## src/rtl/irq_exc_ctrl.sv

```systemverilog
// Interrupt/exception controller: edge-latched irq lines plus a synchronous fault, prioritised and vectored to IF.
// Latency: irq edge -> int_req in 1+DRAIN_CYC cycles; exception -> int_req/flush in 1 cycle; all outputs registered.
// Backpressure: int_req/vec_addr are held until int_ack; new irq edges only latch pending while busy.
module irq_exc_ctrl #(
  parameter int                     NUM_IRQ    = 4,
  parameter int                     PC_WIDTH   = 32,
  parameter int                     DRAIN_CYC  = 3,
  parameter logic [PC_WIDTH-1:0]    VEC_BASE   = '0,
  parameter logic [PC_WIDTH-1:0]    VEC_STRIDE = PC_WIDTH'(2)
) (
  input  logic                clk,
  input  logic                reset,
  input  logic [NUM_IRQ-1:0]  irq,
  input  logic [NUM_IRQ-1:0]  irq_mask,
  input  logic                exception,
  input  logic [2:0]          exc_cause,
  input  logic [PC_WIDTH-1:0] exc_pc,
  input  logic [PC_WIDTH-1:0] resume_pc,
  input  logic                int_ack,
  input  logic                rti,
  output logic                stall_if,
  output logic                flush,
  output logic                int_req,
  output logic [PC_WIDTH-1:0] vec_addr,
  output logic [PC_WIDTH-1:0] EPC,
  output logic [3:0]          cause,
  output logic [NUM_IRQ-1:0]  in_service
);

  localparam int CW = (DRAIN_CYC > 1) ? $clog2(DRAIN_CYC) : 1;

  typedef enum logic [2:0] {
    S_IDLE,
    S_DRAIN,
    S_REQ,
    S_VEC,
    S_SERVICE
  } state_t;

  state_t              state_q, state_d;
  logic [CW-1:0]       cnt_q, cnt_d;
  logic [2:0]          id_q, id_d;
  logic [NUM_IRQ-1:0]  pending_q, pending_d;
  logic [NUM_IRQ-1:0]  irq_prev_q;
  logic [NUM_IRQ-1:0]  rise;
  logic [NUM_IRQ-1:0]  eligible;
  logic [NUM_IRQ-1:0]  clr;
  logic [2:0]          win_id;

  logic                stall_d, flush_d, req_d;
  logic [PC_WIDTH-1:0] vec_d, epc_d;
  logic [3:0]          cause_d;
  logic [NUM_IRQ-1:0]  svc_d;

  assign rise     = irq & ~irq_prev_q;
  assign eligible = pending_q & ~irq_mask;

  // Lowest eligible index wins; scanned high-to-low so the last hit is the lowest.
  always_comb begin
    win_id = '0;
    for (int i = NUM_IRQ - 1; i >= 0; i--) begin
      if (eligible[i]) win_id = 3'(i);
    end
  end

  // Next-state and next-output logic; an exception overrides whatever the FSM is doing.
  always_comb begin
    state_d = state_q;
    cnt_d   = cnt_q;
    id_d    = id_q;
    stall_d = stall_if;
    flush_d = 1'b0;
    req_d   = int_req;
    vec_d   = vec_addr;
    epc_d   = EPC;
    cause_d = cause;
    svc_d   = in_service;
    clr     = '0;

    if (exception) begin
      state_d = S_VEC;
      epc_d   = exc_pc;
      cause_d = {1'b0, exc_cause};
      flush_d = 1'b1;
      stall_d = 1'b0;
      svc_d   = '0;
      req_d   = 1'b1;
      vec_d   = VEC_BASE;
    end else begin
      case (state_q)
        S_IDLE: begin
          if (|eligible) begin
            state_d = S_DRAIN;
            cnt_d   = CW'(DRAIN_CYC - 1);
            stall_d = 1'b1;
          end
        end
        S_DRAIN: begin
          if (!(|eligible)) begin
            // everything got masked off while draining: release IF and go back
            state_d = S_IDLE;
            stall_d = 1'b0;
          end else if (cnt_q == '0) begin
            id_d    = win_id;
            epc_d   = resume_pc;
            cause_d = {1'b1, win_id};
            stall_d = 1'b0;
            req_d   = 1'b1;
            vec_d   = VEC_BASE + (PC_WIDTH'(win_id) + PC_WIDTH'(1)) * VEC_STRIDE;
            state_d = S_REQ;
          end else begin
            cnt_d = cnt_q - 1'b1;
          end
        end
        S_REQ: begin
          if (int_ack) begin
            clr     = NUM_IRQ'(1) << id_q;
            svc_d   = NUM_IRQ'(1) << id_q;
            req_d   = 1'b0;
            state_d = S_SERVICE;
          end
        end
        S_VEC: begin
          if (int_ack) begin
            req_d   = 1'b0;
            state_d = S_SERVICE;
          end
        end
        S_SERVICE: begin
          if (rti) begin
            svc_d   = '0;
            state_d = S_IDLE;
          end
        end
        default: state_d = S_IDLE;
      endcase
    end

    // a fresh edge on the acknowledged line survives the clear
    pending_d = (pending_q & ~clr) | rise;
  end

  // Edge history and pending latch.
  always_ff @(posedge clk or posedge reset) begin
    if (reset) begin
      irq_prev_q <= '0;
      pending_q  <= '0;
    end else begin
      irq_prev_q <= irq;
      pending_q  <= pending_d;
    end
  end

  // FSM state and registered outputs.
  always_ff @(posedge clk or posedge reset) begin
    if (reset) begin
      state_q    <= S_IDLE;
      cnt_q      <= '0;
      id_q       <= '0;
      stall_if   <= 1'b0;
      flush      <= 1'b0;
      int_req    <= 1'b0;
      vec_addr   <= '0;
      EPC        <= '0;
      cause      <= '0;
      in_service <= '0;
    end else begin
      state_q    <= state_d;
      cnt_q      <= cnt_d;
      id_q       <= id_d;
      stall_if   <= stall_d;
      flush      <= flush_d;
      int_req    <= req_d;
      vec_addr   <= vec_d;
      EPC        <= epc_d;
      cause      <= cause_d;
      in_service <= svc_d;
    end
  end

endmodule
```

## config.mk

```make
export PLATFORM = sky130hd
export DESIGN_NAME = irq_exc_ctrl
export DESIGN_NICKNAME = d
export VERILOG_FILES = /design/src/rtl/irq_exc_ctrl.sv
export SDC_FILE = /design/constraint.sdc
export NUM_CORES = 1
export LEC_CHECK = 0
export ABC_AREA = 1
export ABC_CLOCK_PERIOD_IN_PS = 1900
export CORE_MARGIN = 4
export CORE_UTILIZATION = 37
export CTS_BUF_LIST = sky130_fd_sc_hd__clkbuf_16
export DETAILED_ROUTE_END_ITERATION = 10
export MAX_ROUTING_LAYER = met4
export PLACE_DENSITY_LB_ADDON = 0.05
export SYNTH_ARGS = -nofsm -noshare
export SYNTH_HDL_FRONTEND = slang
export SYNTH_SLANG_ARGS = --single-unit
```

## constraint.sdc

```tcl
create_clock -name clk -period 1.9 [get_ports clk]
set_input_delay 0.38 -clock clk [delete_from_list [all_inputs] [get_ports clk]]
set_output_delay 0.38 -clock clk [all_outputs]
set_load 0.01 [all_outputs]
```

==> flow_summary.json <==
{
  "cts_setup_buffers": 0,
  "power.density_nw_per_um2": 1010,
  "max_cap_viol_count": 0,
  "cp.required_ns": 1.52,
  "cts_sinks": 61,
  "ys_top_cells_by_area": "dfrtp_1 (48%), nand2_1 (31%), buf_4 (7.3%), inv_1 (2.9%), nand3_1 (2.3%)",
  "cts_buffers": 9,
  "antenna_cells": 0,
  "ios": 155,
  "period_needed_ns": 1.62,
  "crit_path_end": "EPC[14]",
  "r2r-start": "state_q[2]$_DFFE_PP0P_",
  "final.setup.tns_ns": 0,
  "rsz0062_at_grt": "false",
  "maxSlewViolCount": 0,
  "antenna_found_initial": 0,
  "nets": 663,
  "timing.fmax_mhz": 617,
  "port-buffer-count": 125,
  "place_ws_ns": 0.0105,
  "cp-startpoint": "EPC[14]$_DFFE_PP0P_",
  "wl_per_cell_um": 12.3,
  "coreArea_um2": 8340,
  "p_total_uw": 4880,
  "cp_top_family": "buffers and inverters",
  "dp_hpwl_mm": 6.46,
  "vias": 3039,
  "die_w_um": 101,
  "ctsHoldBuffers": 0,
  "critPathArrivalTime_ns": 1.24,
  "peakVddDrop_mv": 0.639,
  "synth.distinct_cells": 22,
  "post-synth-top-area-cell": "dfrtp_1",
  "hold_viol_final": 0,
  "cts_buffer_depth": 2,
  "synth_area_um2": 3210,
  "critical_path_class": "reg -> out",
  "drt_wl_total_mm": 8.53,
  "fin_hold_ws_ns": 0.411,
  "skew_ns": 0.00464,
  "antenna_left": 0,
  "worstReg2RegEnd": "vec_addr[1]$_DFFE_PP0P_",
  "drtIter0Drc": 89,
  "drt-pass1-iter-count": 4,
  "cp_max_fo": 2,
  "cts_tree": "built",
  "clk_transition_reported_paths_ns": 0.05,
  "crit_path_cell_trace": "clkdlybuf4s50_1",
  "cts_max_level": 3,
  "grt-ovfl-total": 0,
  "cp-start-kind": "register",
  "outcome": "finished, final reports clean",
  "ctsResizeCount": 0,
  "synthCells": 448,
  "grt_pass1_wl_mm": 13.9,
  "yosysSeqAreaShare": 0.476,
  "drive_gt1_frac": 0.0580,
  "end_kind": "output port",
  "reg2reg_depth": 6,
  "critPathSlowestCell": "clkdlybuf4s50_1",
  "setup_violations": 0,
  "synth-warning-count": 0,
  "drt-vias-per-instance": 4.40,
  "worst-path-buf-inv": 1,
  "max_stage_delay_ns": 0.56,
  "rrSetupSlack_ns": 0.39,
  "clockRootBuffer": "clkbuf_16",
  "gp_congestion": 0.821,
  "cp.depth": 1,
  "area_growth_pct": 50.9,
  "start_util": 0.384,
  "timing.final.crit_share": 0.853,
  "yosysTopAreaCellShare": 0.476,
  "hp-class": "reg -> reg",
  "die-area_um2": 10200,
  "grt_usage": 0.177,
  "grt_pass1_vias": 2948,
  "die_y_um": 101,
  "grt_max_degree": 62,
  "avgSynthCellArea_um2": 7.16,
  "route.detailed.drc": 0,
  "setup_slack_ns": 0.280,
  "ys_seq_elements": 61,
  "rows": 33,
  "p_leak_uw": 0.00260,
  "insertion_delay_ns": 0.32
}
## routing by layer
| metal | global-route usage | part of all wire |
|---|---|---|
| met3 | 0.0616 | 0.083 |
| met1 | 0.223 | 0.43 |
| met2 | 0.273 | 0.48 |
| met5 | - | 0 |
| met4 | 0.0460 | 0.011 |
## cell usage after synthesis
master and n:
nand2_1 264, dfrtp_1 61, buf_4 31, inv_1 25, nor2_1 16, nand3_1 15, o21ai_0 7, buf_1 4
buf_2 4, nand4_1 4, buf_6 3, clkbuf_1 2, ha_1 2, inv_2 2, conb_1 1, inv_4 1
nand2_2 1, nand2_4 1, nor3_2 1, o211ai_1 1, o21bai_1 1, or2_0 1
## final cells by class
class                      count  area [um^2]
inverter                      28          108
sequential                    61         1530
clock buffer                   9          225
multi-input combinational    343         1370
fill                         795         3500
tap                          105          131
clock inverter                 7         92.6
timing repair buffer         138         1390
## through the flow
step	instances	utilization	instance area, um^2
CTS	691	0.580	4840
global placement	675	0.542	4520
finish	691	0.580	4840
global route	691	0.580	4840
detailed placement	675	0.542	4520
floorplan	476	-	3310
## report_power, final
part / internal [uW] / leakage (uW) / switching (uW)
Clock: 1140 / 0.000158 / 588
Sequential: 1560 / 0.000747 / 161
Combinational: 726 / 0.00169 / 701
## logic make-up after synthesis
group                    count (synthesis)  share of synthesized area
adder cells (fa/ha/maj)                  2                    0.00780
buffers and inverters                   72                      0.130
flip-flops                              61                      0.476
AO/OA/AOI/OAI                            9                     0.0156
AND/OR/NAND/NOR                        303                      0.369
other                                    1                    0.00117
## flip-flops by register name (all words and copies together) (netlist names), 2 cells and up
signal      cells
vec_addr        3
cnt_q           2
EPC            32
state_q         3
cause           4
irq_prev_q      4
in_service      4
id_q            2
pending_q       4
## placed cells by master, fill, tap and decap left out, drive strengths merged
cell / n
or2: 1
conb: 29
o21bai: 1
nor3: 1
dfrtp: 61
inv: 30
bufinv: 2
o21ai: 7
nor2: 16
nand3: 15
buf: 13
clkinvlp: 1
clkinv: 2
nand4: 4
o211ai: 1
ha: 2
nand2: 266
clkbuf: 9
clkdlybuf4s50: 125
## worst min-delay path by stage
stage | from | endpoint | slack [ns] | depth (start not counted)
6_report | irq_prev_q[1]$_DFF_PP0_ | pending_q[1]$_DFF_PP0_ | 0.41 | 1
3_3_place_gp | irq_prev_q[0]$_DFF_PP0_ | pending_q[0]$_DFF_PP0_ | 0.41 | 1
4_1_cts | irq_prev_q[1]$_DFF_PP0_ | pending_q[1]$_DFF_PP0_ | 0.42 | 1
2_1_floorplan | irq_prev_q[0]$_DFF_PP0_ | pending_q[0]$_DFF_PP0_ | 0.40 | 1
5_1_grt | irq_prev_q[0]$_DFF_PP0_ | pending_q[0]$_DFF_PP0_ | 0.45 | 1
3_5_place_dp | irq_prev_q[1]$_DFF_PP0_ | pending_q[1]$_DFF_PP0_ | 0.41 | 1
Power figures use the tool's default switching activity.
